File: config.mk
export PLATFORM = sky130hd
export DESIGN_NAME = desc_queue_arb_ctrl
export DESIGN_NICKNAME = d
export VERILOG_FILES = /design/src/rtl/desc_queue_pkg.sv /design/src/rtl/dual_port_asyncout_ram.sv /design/src/rtl/desc_queue_arb_ctrl.sv
export SDC_FILE = /design/constraint.sdc
export NUM_CORES = 1
export LEC_CHECK = 0
export CAP_MARGIN = 20
export CORE_MARGIN = 1
export CORE_UTILIZATION = 45
export CTS_CLUSTER_DIAMETER = 30
export DETAILED_ROUTE_END_ITERATION = 7
export MAX_ROUTING_LAYER = met4
export PLACE_DENSITY_LB_ADDON = 0.12
export SLEW_MARGIN = 25
export SYNTH_ARGS = -nofsm -noshare
export SYNTH_HDL_FRONTEND = slang
export SYNTH_SLANG_ARGS = --single-unit
File: constraint.sdc
create_clock -name clk -period 5.2 [get_ports clk]
set_input_delay 1.04 -clock clk [delete_from_list [all_inputs] [get_ports clk]]
set_output_delay 1.04 -clock clk [all_outputs]
set_load 0.005 [all_outputs]
File: src/rtl/desc_queue_pkg.sv
// Shared defaults for the descriptor queue controller and its storage.
// Producer indices are used directly as the round-robin state value.
package desc_queue_pkg;
  localparam int DESC_W   = 11;
  localparam int QUEUE_AW = 2;
  localparam bit P0       = 1'b0;
  localparam bit P1       = 1'b1;
endpackage

File: src/rtl/dual_port_asyncout_ram.sv
// Simple-dual-port distributed RAM: registered write, asynchronous read.
// No reset on contents; the controller's occupancy decides what is valid.
module dual_port_asyncout_ram
  import desc_queue_pkg::*;
#(
  parameter int D_WIDTH = DESC_W,
  parameter int A_WIDTH = QUEUE_AW
) (
  input  logic               clk,
  input  logic               we,
  input  logic [A_WIDTH-1:0] write_addr,
  input  logic [D_WIDTH-1:0] data,
  input  logic [A_WIDTH-1:0] read_addr,
  output logic [D_WIDTH-1:0] q
);

  logic [D_WIDTH-1:0] mem [2**A_WIDTH];

  always_ff @(posedge clk) begin
    if (we) mem[write_addr] <= data;
  end

  assign q = mem[read_addr];

endmodule

File: src/rtl/desc_queue_arb_ctrl.sv
// Two-producer, one-consumer descriptor queue with round-robin write arbitration.
// First-word-fall-through head; full/empty come from the level counter only.
module desc_queue_arb_ctrl
  import desc_queue_pkg::*;
#(
  parameter int D_WIDTH = DESC_W,
  parameter int A_WIDTH = QUEUE_AW
) (
  input  logic               clk,
  input  logic               rst,
  input  logic               flush,
  input  logic               p0_valid,
  input  logic [D_WIDTH-1:0] p0_data,
  output logic               p0_ready,
  input  logic               p1_valid,
  input  logic [D_WIDTH-1:0] p1_data,
  output logic               p1_ready,
  output logic               c_valid,
  output logic [D_WIDTH-1:0] c_data,
  input  logic               c_ready,
  output logic [A_WIDTH:0]   level,
  output logic               full
);

  localparam logic [A_WIDTH:0] LVL_FULL = {1'b1, {A_WIDTH{1'b0}}};

  logic [A_WIDTH-1:0] wr_ptr;
  logic [A_WIDTH-1:0] rd_ptr;
  logic [A_WIDTH:0]   level_q;
  logic               rr_last;

  logic               gnt_vld;
  logic               gnt_idx;
  logic               can_push;
  logic               push;
  logic               pop;
  logic [D_WIDTH-1:0] push_data;

  assign full    = (level_q == LVL_FULL);
  assign c_valid = (level_q != '0);
  assign level   = level_q;

  // Round-robin: on a tie the producer that did not push last wins.
  always_comb begin
    gnt_vld = p0_valid | p1_valid;
    gnt_idx = P0;
    if (p0_valid && p1_valid) gnt_idx = (rr_last == P0) ? P1 : P0;
    else if (p1_valid)        gnt_idx = P1;
  end

  assign can_push  = gnt_vld & ~full & ~rst & ~flush;
  assign p0_ready  = can_push & (gnt_idx == P0);
  assign p1_ready  = can_push & (gnt_idx == P1);
  assign push      = (p0_valid & p0_ready) | (p1_valid & p1_ready);
  assign pop       = c_valid & c_ready & ~flush;
  assign push_data = (gnt_idx == P1) ? p1_data : p0_data;

  always_ff @(posedge clk) begin
    if (rst) begin
      wr_ptr  <= '0;
      rd_ptr  <= '0;
      level_q <= '0;
      rr_last <= P1;
    end else if (flush) begin
      wr_ptr  <= '0;
      rd_ptr  <= '0;
      level_q <= '0;
    end else begin
      if (push) begin
        wr_ptr  <= wr_ptr + A_WIDTH'(1);
        rr_last <= gnt_idx;
      end
      if (pop) rd_ptr <= rd_ptr + A_WIDTH'(1);
      case ({push, pop})
        2'b10:   level_q <= level_q + (A_WIDTH+1)'(1);
        2'b01:   level_q <= level_q - (A_WIDTH+1)'(1);
        default: level_q <= level_q;
      endcase
    end
  end

  dual_port_asyncout_ram #(
    .D_WIDTH (D_WIDTH),
    .A_WIDTH (A_WIDTH)
  ) u_ram (
    .clk        (clk),
    .we         (push),
    .write_addr (wr_ptr),
    .data       (push_data),
    .read_addr  (rd_ptr),
    .q          (c_data)
  );

endmodule

==> run metrics, run 1 <==
outcome=complete, no violations; largest net degree at the start of global routing=16; Crit. End Element=output port; fin. max-slew vios=0; #FFs+latches synth=54; Netlist Area Pre-Place=0.00230 sq mm; most numerous cell in the Yosys netlist=edfxtp_1; Hold Buf Count CTS=0; Worst-Margin Slew=753 ps; final wirelength=4110 um; GP Congestion=0.744; first-pass GRT wire length=6510 um; hold depth=2; H-Tree Depth=2; ANT cells=0; Slowest-stage cell, CP=clkdlybuf4s50_1; post-synth top area cell=edfxtp_1; critical path type=in -> out; top-area cell type share of the netlist area=0.575; Initial Utilization=0.477; postcts setup bufs=0; GRT Residual Overflow=0; yosys warns=0; leak pwr=0.928 nW; Hold Crit Start=rd_ptr[1]$_SDFFE_PP0P_; Sink Count=54; layout cells sized above 1=0.220; Post-synth EDFFs=44; Final Cycle Share=0.751; cell breakdown of the critical path=clkdlybuf4s50_1 > a21boi_2 > buf_4 > and2_1 > clkdlybuf4s50_1; first-pass detailed-route iteration total=4; Worst-path clk slew=90 ps; number of vias per cell=5.14; r2r endpoint=level[2]$_SDFFE_PP0P_; Net Count, Synth=166; placed cells=241; fraction of registers with async set/reset=0; Ports=46; Syn-to-layout area delta=26.3%; total negative slack=0 ps; Peak VDD IR=109 uV; die height=73.5 um; CTS Buffer Depth=2; full die area=0.00540 sq mm; area of the core=0.00482 sq mm; port buffer count=45; Hold WC Path Type=reg -> reg; Main synth FF type=edfxtp_1; post-synthesis cell count=132; Worst EP required=4160 ps; CTS Buf Count=5; Final Non-Filler Cells=249; crit path launch type=input port; Hold EP=rd_ptr[1]$_SDFFE_PP0P_; nets@finish=215; post_cts resized=0; Commonest cells post-synth=edfxtp_1, mux2_2, mux4_2; Routed Antenna Nets=0; DR iter-0 viols=63; max incr delay on CP=500 ps; Data arrival, critical path=2870 ps; Max Cap Violations=0; flop2flop setup slack=2820 ps; FMAX=256 MHz; DRC Markers=0; crit-path most repeated cell=clkdlybuf4s50_1; Vias=1281; worst reg2reg path startpoint=level[2]$_SDFFE_PP0P_; Pwr Density=270 mW/mm^2; Detail Placement HPWL=2900 um; antenna violations before repair=0; Tmin final=3910 ps; clk_lat worst skew=290 ps; Final Setup Violations=0; CP Max Fanout=7; Setup Skew=4.71 ps; CTS root buffer=clkbuf_8; sequential area share after synthesis=0.662; most area-consuming cells after synthesis=edfxtp_1, mux4_2, dfxtp_1, mux2_2, ha_1; die width=73.5 um; Syn Area/Cell=17.4 sq um; Rows=25; Worst R2R Path Depth=9; FILL cells=395; Total GRT Usage=0.174; relative slew slack=0.498; Hold Vio Cnt, Final=0; Fin Hold WS=526 ps; Pwr Total=0.786 mW; CTS tree=done; number of global-route vias before repair=1332; RSZ-0062 raised after global routing=false; WL/cell=16.5 um; Yosys cell types=29
## flip-flops by register name, summed over array words and instances, names as in the netlist, named ones only
name       cells
level          3
rr_last        1
u_ram.mem     44
rd_ptr         2
wr_ptr         2
## report_power, final
group | switching [mW] | internal, mW | leakage [nW] | total [mW]
combinational | 0.0296 | 0.0442 | 0.400 | 0.0738
clock | 0.121 | 0.108 | 0.0482 | 0.229
sequential | 0.00399 | 0.479 | 0.480 | 0.483
total | 0.155 | 0.631 | 0.928 | 0.786
## through the flow
| step | util | setup slack [ps] | cell area [sq um] |
|---|---|---|---|
| 2_1_floorplan | - | 2400 | 2300 |
| 3_3_place_gp | 0.584 | 1330 | 2810 |
| 3_5_place_dp | 0.584 | 1280 | 2810 |
| 4_1_cts | 0.603 | 1270 | 2910 |
| 5_1_grt | 0.603 | 1200 | 2910 |
| 6_report | 0.603 | 1290 | 2910 |
## cell families (layout without fill, tap and decap cells)
group	count (synthesis)	in the layout	share of synthesized area
AO/OA/AOI/OAI	14	14	0.0403
XOR/XNOR	2	2	0.00762
adder cells (fa/ha/maj)	6	6	0.0359
buffers and inverters	12	62	0.0250
flip-flops	54	54	0.662
multiplexers	22	22	0.162
AND/OR/NAND/NOR	22	22	0.0680
## final cells by class
type	instances	area (sq um)	share of cell area
inverters	8	30.0	0.0103
well taps	67	83.8	0.0289
clock buffers	7	86.3	0.0297
multi-input cells	66	721	0.248
clock inverters	1	5.00	0.00172
flip-flops and latches	54	1520	0.524
repair buffers	46	458	0.158
## critical path, delay by kind of cell
kind                   cells  cell delay [ps]
AND/OR/NAND/NOR            1              150
buffers and inverters      3             1230
AO/OA/AOI/OAI              1              450
## worst max path at each step
stage               startpoint  endpoint  slack, ps  cells past startpoint
floorplan                flush  p1_ready       2400                      4
global placement      p1_valid  p1_ready       1330                      5
detailed placement    p1_valid  p1_ready       1280                      5
CTS                   p1_valid  p1_ready       1270                      5
global route          p1_valid  p1_ready       1200                      5
finish                p1_valid  p1_ready       1290                      5
## layer usage
metal / global-route usage / routed length (um) / vias up
li1: - / - / 601
met2: 0.307 / 2280 / 35
met5: - / 0 / -
met1: 0.199 / 1640 / 643
met4: 0.0385 / 21 / 0
met3: 0.0439 / 171 / 2
## layout by cell type, fill, tap and decap left out, drive strengths merged, types with 2 or more instances in the layout
cell and n:
ha 5, a21oi 6, nor3 2, and2 5, mux2 11, o21ai 5
clkdlybuf4s50 45, dfxtp 10, or3 3, o211ai 2, clkbuf 7, nor2 7
mux4 11, edfxtp 44, xor2 2, inv 8
No activity file was read; power rests on OpenSTA's default activity.
==> run 2: changes to the inputs <==
- clock period: 5.2 -> 3.2 ns (I/O delays scaled with it)
==> run 2 against run 1 <==
Critical path depth unchanged. Hold slack better by 1.8 ps. Global-route usage is 0.43 points higher. Via count increased by 1.6%. Sequential cell count is the same. Power rose by 64%. Wire length grew 0.49%. Critical path type unchanged. Highest routed layer unchanged.
==> run metrics, run 2 (same netlist as run 1, synthesis figures left out) <==
outcome=complete, no violations; Worst-Margin Slew=576 ps; Worst EP required=2560 ps; Syn-to-layout area delta=28.4%; fin. max-slew vios=0; GP Congestion=0.734; Setup Skew=6.84 ps; CP Max Fanout=8; CTS Buffer Depth=2; total negative slack=0 ps; critical path type=in -> out; Peak VDD IR=206 uV; crit path launch type=input port; Final Non-Filler Cells=255; worst reg2reg path startpoint=level[2]$_SDFFE_PP0P_; Final Setup Violations=0; Largest Register=u_ram.mem; Hold WC Path Type=reg -> reg; die width=73.5 um; Hold Crit Start=rd_ptr[1]$_SDFFE_PP0P_; max FFs per register=44; CTS tree=done; Max Cap Violations=0; largest net degree at the start of global routing=17; Ports=46; Worst-path clk slew=90 ps; die height=73.5 um; H-Tree Depth=2; Fin Hold WS=528 ps; WL/cell=16.2 um; FMAX=330 MHz; number of global-route vias before repair=1355; Hold Buf Count CTS=0; first-pass detailed-route iteration total=4; DRC Markers=0; first-pass GRT wire length=6670 um; CTS root buffer=clkbuf_8; most frequent cells in the layout=clkdlybuf4s50_1, edfxtp_1, mux4_2, mux2_2, dfxtp_1; CTS Buf Count=5; GRT Residual Overflow=0; Rows=25; postcts setup bufs=0; Routed Antenna Nets=0; final core utilization=0.613; final wirelength=4130 um; Final Cycle Share=0.948; number of vias per cell=5.11; area of the core=0.00482 sq mm; Data arrival, critical path=2390 ps; DR iter-0 viols=69; Worst Setup SP=flush; Detail Placement HPWL=2950 um; ANT cells=0; Sink Count=54; Initial Utilization=0.477; Total GRT Usage=0.178; clk_lat worst skew=300 ps; Crit. End Element=output port; placed cells=247; post_cts resized=0; Pwr Total=1.29 mW; antenna violations before repair=0; commonest non-fill, non-tap cell in the layout=clkdlybuf4s50_1; Tmin final=3030 ps; RSZ-0062 raised after global routing=false; relative slew slack=0.616; Pwr Density=437 mW/mm^2; full die area=0.00540 sq mm; leak pwr=0.963 nW; nets@finish=221; layout cells sized above 1=0.250; port buffer count=45; Vias=1302; Hold Vio Cnt, Final=0
run 2: changes by cell type in the layout (fill, tap and decap cells not counted):
cell and delta:
buf_4 +6, clkbuf_1 -1, inv_4 +1
run 2: worst paths after layout:
kind                                              end  slack, ps  cells after the start
worst min register to register              flip-flop        530                      2
worst min-delay path                        flip-flop        530                      2
worst max-delay path                         p1_ready        170                      5
worst max register to register  level[2]$_SDFFE_PP0P_        820                      9
run 2: metrics by stage:
step | setup WS [ps] | area, sq um
floorplan | 876 | 2300
global placement | 183 | 2860
detailed placement | 155 | 2860
CTS | 164 | 2950
global route | 61.7 | 2950
finish | 168 | 2950
run 2: where the power goes:
group	switching (mW)	internal, mW	total, mW
Sequential	0.00619	0.779	0.785
Combinational	0.0490	0.0747	0.124
Clock	0.207	0.175	0.382
Total	0.262	1.03	1.29
run 2: area by class of cell:
class	instances	area, sq um
multi-input cells	66	721
clock inverters	2	11.3
flip-flops and latches	54	1520
fillers	393	1860
well taps	67	83.8
inverters	8	30.0
clock buffers	6	82.6
repair buffers	52	503
run 2: per-layer routing:
metal  track usage  wire, um  share of wire  vias up
met5             -         0              0        -
met4        0.0513        50          0.012        0
met3        0.0453       196          0.048        6
met2         0.307      2060           0.50       35
met1         0.206      1810           0.44      645
li1              -         -              -      616
run 2: critical path, cell delays in order:
cell and delay, ps:
clkdlybuf4s50_1 440, or2_1 360, nor3_4 290, and2_1 170, clkdlybuf4s50_1 490
==> edit: new RTL, flow settings as in run 1 <==
Register the output `level` once more; this adds one clock of latency there. The other outputs are not delayed to match.
--- a/src/rtl/desc_queue_arb_ctrl.sv
+++ b/src/rtl/desc_queue_arb_ctrl.sv
@@ -38,7 +38,9 @@
 
   assign full    = (level_q == LVL_FULL);
   assign c_valid = (level_q != '0);
-  assign level   = level_q;
+  always_ff @(posedge clk) begin
+    level <= level_q;
+  end
 
   // Round-robin: on a tie the producer that did not push last wins.
   always_comb begin
Function: changed (Yosys sat finds a counterexample within 4 cycles, from zero or initial values and one cycle with rst high).
==> edit against run 1 <==
Non-clock buffer count unchanged. Design area increased by 6.3%. Total power increased by 27%. Routed wire length increased by 4.3%. Clock power increased by 83%. Worst setup slack improved by 53 ps. Area after synthesis increased by 2.7%. Sequential cell count increased by 3. Fmax increased by 1.4%. Combinational power about the same. Cell count increased by 4.4%. Utilization increased by 3.0 points. Hold slack got worse by 120 ps. Critical path type unchanged. Critical endpoint unchanged. Largest power group unchanged.
==> edit: results (changes against run 1) <==
[detailed_routing]
routed.top_layer = met4  ; unchanged
met2_length_microns = 2250  ; was 2280 microns
num_vias = 1345  ; was 1,281
wl_per_cell_microns = 16.5  ; about the same
dr_wl_met3_microns = 164  ; was 171 microns
drtIter0Drc = 47  ; was 63
first_pass_iters = 4  ; unchanged
wl_met1_microns = 1750  ; was 1640 microns

[worst_setup_path]
r2r_setup_slack_ps = 2870  ; was 2820 ps
critPathMaxFanout = 8  ; was 7
rr_endpoint = level_q[2]  ; was level[2]
r2r_start = level_q[2]  ; was level[2]
arrival_ps = 2810  ; was 2870 ps
ff2ff_path_depth = 9  ; unchanged

[clock_tree]
cts_resized = 0  ; unchanged
numCtsBuffers = 9  ; was 5
post_cts_buffers = 0  ; unchanged
cts_hold_buffers = 0  ; unchanged
cts_buffer_depth = 2  ; unchanged
cts_max_level = 3  ; was 2
clk_pin_slew_ps = 60  ; was 90 ps
clock_latency_ps = 340  ; was 290 ps
root_buffer = clkbuf_8  ; unchanged

[global_routing]
grt_usage = 0.177  ; was 0.174
antenna_found_initial = 0  ; unchanged
first_global_vias = 1414  ; was 1,332
grt_pass1_wl_microns = 6600  ; was 6510 microns
grt_max_degree = 13  ; was 16

[synthesis]
yosys-top-cells-count = edfxtp_1, dfxtp_1, mux2_2, mux4_2  ; was edfxtp_1, mux2_2, mux4_2
synth_adder_area_share = 0.0350  ; was 0.0359
synth_xor_area_frac = 0.00742  ; was 0.00762
ys_types = 30  ; was 29
synth_edf_count = 44  ; unchanged
synth.area.top_cells = edfxtp_1, dfxtp_1, mux4_2  ; was edfxtp_1, mux4_2, dfxtp_1
muxShareOfSynthArea = 0.157  ; was 0.162
async_reset_ff_frac = 0  ; unchanged
yosys_warnings = 0  ; unchanged
synth_compound_area_frac = 0.0392  ; was 0.0403
dominantRegCellSynth = edfxtp_1  ; unchanged
ys_seq_area_frac = 0.670  ; was 0.662
synth_nets = 169  ; was 166

[outcome]
status = finished clean  ; unchanged

[cells_and_area]
nFillCells = 373  ; was 395
drive_gt1_frac = 0.254  ; was 0.220
reg.largest.list = u_ram.mem: 44 flops, level: 3 flops, level_q: 3 flops
nets = 222  ; was 215

[power_and_ir_drop]
vdd_drop_max_mv = 0.183  ; was 0.109 mV
leakagePower_nw = 1.02  ; was 0.928 nW

[placement]
portBuffers = 45  ; unchanged
hpwl_microns = 2870  ; was 2900 microns
routabilityCongestion = 0.742  ; was 0.744

[hold_path]
worstHoldPathType = flip-flop to flip-flop  ; unchanged
min_from = level_q[2]  ; was rd_ptr[1]
hold_depth = 0  ; was 2
hold_path_end = level[2]  ; was rd_ptr[1]

[sta]
tightest_slew_ps = 757  ; was 753 ps
skew_ps = 6.80  ; was 4.71 ps
hold_ws_ps = 409  ; was 526 ps

[edit: cell count changes after synthesis, sizes merged]
cell	delta
dfxtp	+3
[edit: through the flow]
stage | std cells | power, mW | setup slack [ps] | area, sq um
detailed placement | 244 | 0.592 | 1330 | 2880
global placement | 244 | 0.588 | 1380 | 2880
floorplan | 135 | 0.551 | 2400 | 2360
CTS | 260 | 1.00 | 1340 | 3090
global route | 260 | 1.03 | 1230 | 3090
finish | 260 | 0.999 | 1350 | 3090
[edit: how the worst max path moves through the flow]
stage	startpoint	to	slack, ps	cells after the start
after global placement	flush	p1_ready	1380	5
after CTS	flush	p1_ready	1340	5
final	flush	p1_ready	1350	5
after global routing	flush	p1_ready	1230	5
after floorplan	flush	p1_ready	2400	4
after detailed placement	flush	p1_ready	1330	5
[edit: routing by layer]
metal	vias to the layer above	track usage
li1	623	-
met5	-	-
met4	0	0.101
met1	674	0.190
met2	37	0.300
met3	11	0.0420
[edit: cell type report]
type | count | area [sq um] | share of cell area
Clock buffer | 15 | 208 | 0.0673
Multi-Input combinational cell | 66 | 722 | 0.234
Tap cell | 67 | 83.8 | 0.0271
Inverter | 8 | 30.0 | 0.00972
Sequential cell | 57 | 1580 | 0.512
Timing Repair Buffer | 46 | 458 | 0.148
Clock inverter | 1 | 5.00 | 0.00162
[edit: logic make-up after synthesis]
| logic type | count (synthesis) |
|---|---|
| AOI/OAI and AO/OA | 14 |
| xor gates and xnor gates | 2 |
| adders and majority gates | 6 |
| buffers and inverters | 12 |
| DFF | 57 |
| muxes | 22 |
| and+or+nand+nor | 22 |
[edit: report_power, final]
group	total (mW)	switching (mW)	internal, mW
clock	0.418	0.165	0.253
sequential	0.507	0.00400	0.503
combinational	0.0737	0.0294	0.0443
total	0.999	0.198	0.801
[edit: worst max-delay path, cell delays in order]
cell	delay (ps)
clkdlybuf4s50_1	450
or2_1	380
nor3_4	280
and2_1	160
clkdlybuf4s50_1	490
